## config.mk

```make
export PLATFORM = sky130hd
export DESIGN_NAME = gcd_li3_flat
export DESIGN_NICKNAME = d
export VERILOG_FILES = /design/src/rtl/gcd_li3_if.sv /design/src/rtl/gcd_li3.sv /design/src/flat_wrapper.sv
export SDC_FILE = /design/constraint.sdc
export NUM_CORES = 1
export LEC_CHECK = 0
export CAP_MARGIN = 25
export CORE_ASPECT_RATIO = 0.9
export CORE_UTILIZATION = 63
export CTS_CLUSTER_SIZE = 16
export DETAILED_ROUTE_END_ITERATION = 6
export GPL_TIMING_DRIVEN = 0
export HOLD_SLACK_MARGIN = 0.06
export PLACE_DENSITY = 0.88
export SYNTH_ARGS = -nofsm -noshare
export SYNTH_HDL_FRONTEND = slang
export SYNTH_SLANG_ARGS = --single-unit
export TNS_END_PERCENT = 50
```

## constraint.sdc

```tcl
create_clock -name clk -period 5.15 [get_ports clk]
set_clock_uncertainty 0.1 [all_clocks]
set_input_delay 0.7725 -clock clk [delete_from_list [all_inputs] [get_ports clk]]
set_output_delay 0.7725 -clock clk [all_outputs]
set_load 0.01 [all_outputs]
```

## src/rtl/gcd_li3_if.sv

```systemverilog
// Request/response bundle between a CPU custom-instruction port and a CFU.
// master: CPU side. It drives the request fields and resp_ready.
// slave : CFU side. It drives req_ready and the response fields.
//   req_valid/req_ready    request handshake
//   req_id/req_func_id     request tag and function select
//   req_data0/req_data1    operands
//   resp_valid/resp_ready  response handshake
//   resp_id/resp_data      echoed tag and result
//   resp_err               unsupported-function flag
interface gcd_li3_if #(
  parameter int CFU_FUNCTION_ID_W = 1,
  parameter int CFU_REQ_RESP_ID_W = 6,
  parameter int CFU_REQ_DATA_W    = 32,
  parameter int CFU_RESP_DATA_W   = CFU_REQ_DATA_W
);
  logic                         req_valid;
  logic                         req_ready;
  logic [CFU_REQ_RESP_ID_W-1:0] req_id;
  logic [CFU_FUNCTION_ID_W-1:0] req_func_id;
  logic [CFU_REQ_DATA_W-1:0]    req_data0;
  logic [CFU_REQ_DATA_W-1:0]    req_data1;
  logic                         resp_valid;
  logic                         resp_ready;
  logic [CFU_REQ_RESP_ID_W-1:0] resp_id;
  logic [CFU_RESP_DATA_W-1:0]   resp_data;
  logic                         resp_err;

  modport master (
    output req_valid, req_id, req_func_id, req_data0, req_data1, resp_ready,
    input  req_ready, resp_valid, resp_id, resp_data, resp_err
  );

  modport slave (
    input  req_valid, req_id, req_func_id, req_data0, req_data1, resp_ready,
    output req_ready, resp_valid, resp_id, resp_data, resp_err
  );
endinterface

```

## src/rtl/gcd_li3.sv

```systemverilog
// Latency-insensitive GCD custom function unit.
// The unit takes one tagged request at a time and runs binary (Stein) GCD
// at one step per cycle. It returns a tagged response through valid/ready.
// Function 0 is GCD. Any other function gets resp_err=1 and resp_data=0.
// Ports:
//   clk    rising-edge clock
//   rst_n  synchronous active-low reset
//   bus    gcd_li3_if.slave. It carries the request and response handshakes.
// All outputs are decoded from registered state, so no input reaches an
// output combinationally.
module gcd_li3 #(
  parameter int CFU_FUNCTION_ID_W = 1,
  parameter int CFU_REQ_RESP_ID_W = 6,
  parameter int CFU_REQ_DATA_W    = 32,
  parameter int CFU_RESP_DATA_W   = CFU_REQ_DATA_W
) (
  input  logic       clk,
  input  logic       rst_n,
  gcd_li3_if.slave   bus
);
  localparam int W   = CFU_REQ_DATA_W;
  localparam int K_W = $clog2(W + 1);

  typedef enum logic [1:0] {
    ST_IDLE = 2'd0,
    ST_CALC = 2'd1,
    ST_RESP = 2'd2
  } state_t;

  state_t                       state_q, state_d;
  logic [W-1:0]                 a_q, a_d;
  logic [W-1:0]                 b_q, b_d;
  logic [K_W-1:0]               k_q, k_d;
  logic [CFU_REQ_RESP_ID_W-1:0] id_q, id_d;
  logic [CFU_RESP_DATA_W-1:0]   data_q, data_d;
  logic                         err_q, err_d;

  always_ff @(posedge clk) begin
    if (!rst_n) begin
      state_q <= ST_IDLE;
      a_q     <= '0;
      b_q     <= '0;
      k_q     <= '0;
      id_q    <= '0;
      data_q  <= '0;
      err_q   <= 1'b0;
    end else begin
      state_q <= state_d;
      a_q     <= a_d;
      b_q     <= b_d;
      k_q     <= k_d;
      id_q    <= id_d;
      data_q  <= data_d;
      err_q   <= err_d;
    end
  end

  always_comb begin
    state_d = state_q;
    a_d     = a_q;
    b_d     = b_q;
    k_d     = k_q;
    id_d    = id_q;
    data_d  = data_q;
    err_d   = err_q;

    unique case (state_q)
      ST_IDLE: begin
        if (bus.req_valid) begin
          id_d = bus.req_id;
          if (bus.req_func_id == '0) begin
            a_d     = bus.req_data0;
            b_d     = bus.req_data1;
            k_d     = '0;
            state_d = ST_CALC;
          end else begin
            data_d  = '0;
            err_d   = 1'b1;
            state_d = ST_RESP;
          end
        end
      end

      ST_CALC: begin
        // The rules are checked in order and the first match wins.
        // The zero tests come first, so gcd(0,x) finishes in one step.
        // k is the common power of two. The shifted result stays within W
        // bits because 2^k divides both original operands.
        if (a_q == '0) begin
          data_d  = CFU_RESP_DATA_W'(b_q << k_q);
          err_d   = 1'b0;
          state_d = ST_RESP;
        end else if (b_q == '0) begin
          data_d  = CFU_RESP_DATA_W'(a_q << k_q);
          err_d   = 1'b0;
          state_d = ST_RESP;
        end else if (!a_q[0] && !b_q[0]) begin
          a_d = a_q >> 1;
          b_d = b_q >> 1;
          k_d = k_q + K_W'(1);
        end else if (!a_q[0]) begin
          a_d = a_q >> 1;
        end else if (!b_q[0]) begin
          b_d = b_q >> 1;
        end else if (a_q >= b_q) begin
          a_d = (a_q - b_q) >> 1;
        end else begin
          b_d = (b_q - a_q) >> 1;
        end
      end

      ST_RESP: begin
        if (bus.resp_ready) state_d = ST_IDLE;
      end

      default: state_d = ST_IDLE;
    endcase
  end

  assign bus.req_ready  = (state_q == ST_IDLE);
  assign bus.resp_valid = (state_q == ST_RESP);
  assign bus.resp_id    = id_q;
  assign bus.resp_data  = data_q;
  assign bus.resp_err   = err_q;
endmodule

```

## src/flat_wrapper.sv

```systemverilog
// flat-port wrapper written by rule: the top's interface ports become plain ports
module gcd_li3_flat 
#(
  parameter int CFU_FUNCTION_ID_W = 1,
  parameter int CFU_REQ_RESP_ID_W = 6,
  parameter int CFU_REQ_DATA_W    = 32,
  parameter int CFU_RESP_DATA_W   = CFU_REQ_DATA_W
)
  (clk, rst_n, bus_req_valid, bus_req_id, bus_req_func_id, bus_req_data0, bus_req_data1, bus_resp_ready, bus_req_ready, bus_resp_valid, bus_resp_id, bus_resp_data, bus_resp_err);
  gcd_li3_if #(.CFU_FUNCTION_ID_W(CFU_FUNCTION_ID_W), .CFU_REQ_RESP_ID_W(CFU_REQ_RESP_ID_W), .CFU_REQ_DATA_W(CFU_REQ_DATA_W), .CFU_RESP_DATA_W(CFU_RESP_DATA_W)) bus_i ();
  input  logic clk;
  input  logic rst_n;
  input wire logic [$bits(bus_i.req_valid)-1:0] bus_req_valid;
  input wire logic [$bits(bus_i.req_id)-1:0] bus_req_id;
  input wire logic [$bits(bus_i.req_func_id)-1:0] bus_req_func_id;
  input wire logic [$bits(bus_i.req_data0)-1:0] bus_req_data0;
  input wire logic [$bits(bus_i.req_data1)-1:0] bus_req_data1;
  input wire logic [$bits(bus_i.resp_ready)-1:0] bus_resp_ready;
  output wire logic [$bits(bus_i.req_ready)-1:0] bus_req_ready;
  output wire logic [$bits(bus_i.resp_valid)-1:0] bus_resp_valid;
  output wire logic [$bits(bus_i.resp_id)-1:0] bus_resp_id;
  output wire logic [$bits(bus_i.resp_data)-1:0] bus_resp_data;
  output wire logic [$bits(bus_i.resp_err)-1:0] bus_resp_err;
  assign bus_i.req_valid = bus_req_valid;
  assign bus_i.req_id = bus_req_id;
  assign bus_i.req_func_id = bus_req_func_id;
  assign bus_i.req_data0 = bus_req_data0;
  assign bus_i.req_data1 = bus_req_data1;
  assign bus_i.resp_ready = bus_resp_ready;
  assign bus_req_ready = bus_i.req_ready;
  assign bus_resp_valid = bus_i.resp_valid;
  assign bus_resp_id = bus_i.resp_id;
  assign bus_resp_data = bus_i.resp_data;
  assign bus_resp_err = bus_i.resp_err;
  gcd_li3 #(.CFU_FUNCTION_ID_W(CFU_FUNCTION_ID_W), .CFU_REQ_RESP_ID_W(CFU_REQ_RESP_ID_W), .CFU_REQ_DATA_W(CFU_REQ_DATA_W), .CFU_RESP_DATA_W(CFU_RESP_DATA_W)) u_core (.clk(clk), .rst_n(rst_n), .bus(bus_i));
endmodule
```

==> impl_metrics.ini, run 1 <==
[finish]
multi_input_area_mm2 = 0.007511
regArea_mm2 = 0.002222
mostFrequentLayoutCell = a21oi_1
nets = 1698
diodes = 0
final_layout_size_suffix_gt1_frac = 0.06603
final_cell_mix = 149 x a21oi_1, 146 x nor2_1, 115 x clkdlybuf4s50_1, 111 x dfxtp_1, 108 x nand2_1
finish.utilization = 0.7570
num-fill-cells = 1292
area_growth_pct = 16.50

[sta]
fin_tns_setup_ns = 0
finalHoldViolCount = 0
hold_slack_ns = 0.3571
worst_slew_pin_slew_ns = 1.118
slew_viol_final = 0
fmax_mhz = 238.4
relSlewSlack = 0.2484
finalSetupViolCount = 0
rsz0062_at_grt = no
fin_crit_sh = 0.8144
fin_crit_ns = 4.194
setup_ws_ns = 0.9561

[cts]
cts_tree = done
cts_max_path_buffers = 2
clk_pin_slew_ns = 0.08
numCtsBuffers = 9
ctsResizeCount = 0
clock_latency_ns = 0.37
cts_hold_buf = 0
clock_sinks = 111
htree_levels = 3
cts_post_setup_buffers_inserted = 0
ctsRootBufferMaster = clkbuf_16

[floorplanning]
start_util = 0.6498
core_mm2 = 0.01624
die_h_um = 124.8
row_count = 44
dieArea_mm2 = 0.01727
die_x_um = 138.4
io_pins = 116

[yosys]
yosys_warnings = 0
synthFlopType = dfxtp_1
synth_edf_count = 0
synth_seq_area_share = 0.2106
syn_area_per_cell_um2 = 7.390
synthArstFlopShare = 0
syn_nets = 1571
post_synth_inst_count = 1428
ys_ff_latch = 111
synthDistinctLibCells = 82
netlist.area_leader.share = 0.2106
synthTopCellsByArea = dfxtp_1 21%, ha_1 7.8%, a21oi_1 7.1%, nor2_1 5.2%, o21ai_0 4.5%
synth_area_leader_cell = dfxtp_1
syn-cell-area_mm2 = 0.01055

[detailed_routing]
routed_wl_mm = 45.38
ant_nets = 0
drt_iter0_markers = 2694
drc = 17
first_pass_iters = 7
vias = 12950
routed_via_density = 7.329
wl_per_cell_um = 25.68

[run_status]
violations = design-rule violations
status = finished, violations left

[power_and_ir_drop]
leakage_nw = 4.764
vdd_drop_max_mv = 0.3083
power.density_mw_per_mm2 = 355.7
p_total_mw = 4.373

[setup_path]
critPathMaxFanout = 9
worst-setup-path-type = reg -> reg
reg2reg_to = u_core.b_q[30]$_SDFFE_PN0P_
path_cells = inv_1 > ha_1 > buf_6 > a21o_1 > a21oi_1 > o21ai_0 > a31oi_2 > o21a_1 > o21ai_1 > a221oi_1 > mux2_2 > a22oi_1 > o311a_1
cp.arrival_ns = 4.40
crit_family = compound AO/OA/AOI/OAI gates
rrSetupSlack_ns = 0.96
critical_path.startpoint_type = flop
slowest_stage = a221oi_1
worst-path-buf-inv = 2
cp_slowest_stage_delay_ns = 0.62
cp.required_ns = 5.36
worstReg2RegStart = u_core.b_q[3]$_SDFFE_PN0P_
reg2reg_depth = 13
end_kind = flop

[placed_design]
dpl.hpwl_mm = 34.51
preCtsSetupSlack_ns = 1.190
gp_congestion = 1.122
port_buffers = 115

[global_routing]
grt_overflow = 0
antenna_found_initial = 0
grt_pass1_vias = 11990
grt_usage = 0.5180
grt_pass1_wl_mm = 68.73
grt_max_degree = 22

[min_path]
whs_path_depth = 2
hp-start = u_core.bus.resp_id[5]$_SDFFE_PN0P_
hp-class = reg -> reg
hold_end = u_core.bus.resp_id[5]$_SDFFE_PN0P_

[job]
max_cap_viol_count = 0
per-layer routing:
metal / global-route usage / share of wire
met1: 0.6815 / 0.36
met2: 0.7241 / 0.38
met3: 0.1907 / 0.18
met5: 0 / 0.00088
met4: 0.2908 / 0.077
flip-flops by register name, indices dropped and copies added (netlist names):
signal,flops
u_core.b_q,32
u_core.bus.resp_err,1
u_core.state_q,2
u_core.bus.resp_data,32
u_core.k_q,6
u_core.bus.resp_id,6
u_core.a_q,32
worst min-delay path, delay by kind of cell, from the launching register on:
family,cells,cell delay (ns)
AO/OA/AOI/OAI,1,0.05
flip-flops,1,0.31
AND/OR/NAND/NOR,1,0.05
report_power, final:
part / switching (mW) / internal, mW
clock: 0.395 / 0.395
combinational: 1.65 / 0.894
sequential: 0.117 / 0.921
total: 2.16 / 2.21
kinds of logic after synthesis:
| kind of cell | share of synthesized area |
|---|---|
| mux | 0.07221 |
| fa+ha+maj | 0.08205 |
| simple gates | 0.1825 |
| compound gates | 0.3246 |
| buf+inv | 0.07825 |
| flops | 0.2106 |
| xor+xnor | 0.04980 |
synth_stat cells, types with 30 or more instances:
cell      count
dfxtp_1     111
mux2i_1      39
nor2_1      146
clkbuf_1     68
o21ai_0      94
nor3_1       30
a21o_1       31
inv_1        83
ha_1         66
nand2_1     108
a21oi_1     149
xnor2_1      40
nand3_1      33
buf_2        30
a221oi_1     44
final cells by class:
cell class | instances | area share
repair buffers | 116 | 0.09404
well taps | 207 | 0.02107
plain buffers | 111 | 0.04030
multi-input cells | 1118 | 0.6109
clock inverters | 7 | 0.007735
inverters | 88 | 0.02687
flip-flops and latches | 111 | 0.1807
clock buffers | 9 | 0.01832
worst max-delay path by stage:
stage                                                 end                   startpoint  depth (start not counted)
finish                        u_core.b_q[30]$_SDFFE_PN0P_   u_core.b_q[3]$_SDFFE_PN0P_                         13
CTS                           u_core.b_q[30]$_SDFFE_PN0P_   u_core.b_q[3]$_SDFFE_PN0P_                         13
detailed placement            u_core.b_q[30]$_SDFFE_PN0P_   u_core.b_q[3]$_SDFFE_PN0P_                         13
global placement              u_core.b_q[30]$_SDFFE_PN0P_   u_core.b_q[3]$_SDFFE_PN0P_                         13
global route        u_core.bus.resp_data[30]$_SDFFE_PN0P_  u_core.a_q[24]$_SDFFE_PN0P_                         11
floorplan                     u_core.b_q[25]$_SDFFE_PN0P_   u_core.b_q[0]$_SDFFE_PN0P_                         13
stage by stage:
step,cells,cell area (um^2)
2_1_floorplan,1428,10550
3_3_place_gp,1750,11960
3_5_place_dp,1750,11970
4_1_cts,1766,12290
5_1_grt,1767,12290
6_report,1767,12290
(Power assumes the default switching activity.)
==> run 2: changes to the inputs <==
Settings changed: CORE_UTILIZATION 63 to 59, PLACE_DENSITY 0.88 to 0.83.
Clock period 5.15 ns to 4 ns, I/O delays scaled along.
==> impl_metrics.ini, run 2 (synthesized netlist as in run 1, its figures left out) <==
[setup_path]
reg2reg_to = u_core.bus.resp_data[30]$_SDFFE_PN0P_
cp.required_ns = 4.23
critical_path.startpoint_type = flop
worstReg2RegStart = u_core.a_q[24]$_SDFFE_PN0P_
end_kind = flop
crit_family = compound AO/OA/AOI/OAI gates
cp.arrival_ns = 4.19
path_cells = nor4_2 > nand4_1 > clkbuf_1 > o31ai_1 > mux2i_1 > nor2_1 > nor2_1 > nand2_1 > o21ai_0 > o21ai_0 > a221o_1
critPathMaxFanout = 10
reg2reg_depth = 11
worst-setup-path-type = reg -> reg
crit_start = u_core.a_q[24]$_SDFFE_PN0P_
crit_end = u_core.bus.resp_data[30]$_SDFFE_PN0P_
rrSetupSlack_ns = 0.05
worst-path-buf-inv = 1
cp_slowest_stage_delay_ns = 0.69
slowest_stage = o31ai_1
crit_cells = 11

[floorplanning]
start_util = 0.6011
io_pins = 116
die_x_um = 143.0
row_count = 46
dieArea_mm2 = 0.01843
core_mm2 = 0.01755
die_h_um = 128.9

[sta]
fin_tns_setup_ns = 0
hold_slack_ns = 0.3556
fmax_mhz = 252.9
finalHoldViolCount = 0
relSlewSlack = 0.3229
fin_crit_sh = 0.9885
fin_crit_ns = 3.954
rsz0062_at_grt = yes
slew_viol_final = 0
worst_slew_pin_slew_ns = 1.008
finalSetupViolCount = 0

[global_routing]
grt_pass1_vias = 11600
grt_pass1_wl_mm = 67.14
grt_usage = 0.4889
grt_overflow = 0
grt_max_degree = 22
antenna_found_initial = 0

[cts]
htree_levels = 3
ctsRootBufferMaster = clkbuf_16
clock_latency_ns = 0.39
clk_pin_slew_ns = 0.09
cts_tree = done
cts_max_path_buffers = 2
cts_hold_buf = 0
numCtsBuffers = 9
clock_sinks = 111

[finish]
num-fill-cells = 1528
final_cell_mix = 149 x a21oi_1, 146 x nor2_1, 115 x clkdlybuf4s50_1, 108 x nand2_1, 108 x dfxtp_1
area_growth_pct = 17.37
diodes = 0
nets = 1702
mostFrequentLayoutCell = a21oi_1
final_layout_size_suffix_gt1_frac = 0.07353
design_area_mm2 = 0.01239

[placed_design]
port_buffers = 115
dpl.hpwl_mm = 34.57
gp_congestion = 1.086
placed_cell_area_mm2 = 0.01201

[power_and_ir_drop]
vdd_drop_max_mv = 0.3226
p_int_mw = 2.869
clkPwrFrac = 0.184
leakage_nw = 4.799
power_switching_mw = 2.743
p_total_mw = 5.612
seq_power_share = 0.239
p_sw_frac = 0.4888
combPwrFrac = 0.577
power.density_mw_per_mm2 = 453.1

[job]
max_cap_viol_count = 0

[detailed_routing]
first_pass_iters = 7
drt_iter0_markers = 1984
drc = 5
routed_wl_mm = 44.48
vias = 12600
wl_per_cell_um = 24.65
routed_via_density = 6.986
ant_nets = 0

[run_status]
violations = design-rule violations
status = finished, violations left

[min_path]
hp-class = reg -> reg
==> run 2: changes by cell type in the layout (fill, tap and decap cells not counted), sizes merged <==
cell | previous run | this run
clkbuf | 77 | 78
buf | 44 | 47
==> run 2: power by group through the flow <==
| stage | Clock [mW] | Sequential [mW] | Combinational, mW |
|---|---|---|---|
| floorplan | 0 | 1.29 | 2.13 |
| global placement | 0 | 1.35 | 3.01 |
| detailed placement | 0 | 1.35 | 3.03 |
| CTS | 1.02 | 1.32 | 3.04 |
| global route | 1.06 | 1.34 | 3.42 |
| finish | 1.04 | 1.34 | 3.24 |
==> run 2: metrics by stage <==
step                setup slack [ns]  utilization  std cells
finish                       0.04596       0.7056       1804
global route                -0.08778       0.7056       1804
global placement              0.1202       0.6838       1783
detailed placement            0.1650       0.6841       1784
CTS                           0.1394       0.7025       1800
floorplan                     0.9380            -       1428
==> run 2: how the worst min path moves through the flow <==
stage,from,endpoint,slack [ns],cells past startpoint
after global routing,u_core.bus.resp_id[0]$_SDFFE_PN0P_,u_core.bus.resp_id[0]$_SDFFE_PN0P_,0.37,2
after global placement,u_core.bus.resp_id[2]$_SDFFE_PN0P_,u_core.bus.resp_id[2]$_SDFFE_PN0P_,0.34,2
after CTS,u_core.bus.resp_id[0]$_SDFFE_PN0P_,u_core.bus.resp_id[0]$_SDFFE_PN0P_,0.36,2
after floorplan,u_core.a_q[29]$_SDFFE_PN0P_,u_core.a_q[28]$_SDFFE_PN0P_,0.36,2
after detailed placement,u_core.bus.resp_id[0]$_SDFFE_PN0P_,u_core.bus.resp_id[0]$_SDFFE_PN0P_,0.35,2
final,u_core.bus.resp_id[4]$_SDFFE_PN0P_,u_core.bus.resp_id[4]$_SDFFE_PN0P_,0.36,2
==> run 2: cell type report <==
cell class | instances | area (um^2) | area share
multi-input cells | 1118 | 7525 | 0.6075
flip-flops and latches | 111 | 2226 | 0.1797
repair buffers | 120 | 1184 | 0.09557
plain buffers | 111 | 498.0 | 0.04021
inverters | 88 | 330.3 | 0.02667
well taps | 240 | 300.3 | 0.02424
clock buffers | 9 | 225.2 | 0.01818
clock inverters | 7 | 97.59 | 0.007880
==> run 2: per-layer routing <==
metal / share of wire / global-route usage / vias up
li1: - / - / 5510
met2: 0.39 / 0.6884 / 1109
met1: 0.38 / 0.6434 / 5715
met3: 0.16 / 0.1786 / 268
met4: 0.068 / 0.2663 / 0
met5: 0 / 0 / -
==> run 2: worst reg2reg max path: stages, from the launching register on <==
cell	delay, ns
dfxtp_1	0.38
nor4_2	0.57
nand4_1	0.36
clkbuf_1	0.42
o31ai_1	0.69
mux2i_1	0.24
nor2_1	0.14
nor2_1	0.08
nand2_1	0.06
o21ai_0	0.13
o21ai_0	0.52
a221o_1	0.23
==> run 2: what timing repair did <==
| item | 4_1_cts | 5_1_grt |
|---|---|---|
| buffers inserted | 0 | 3 |
| setup endpoints to repair | 0 | 31 |
| gates resized for setup | 0 | 11 |
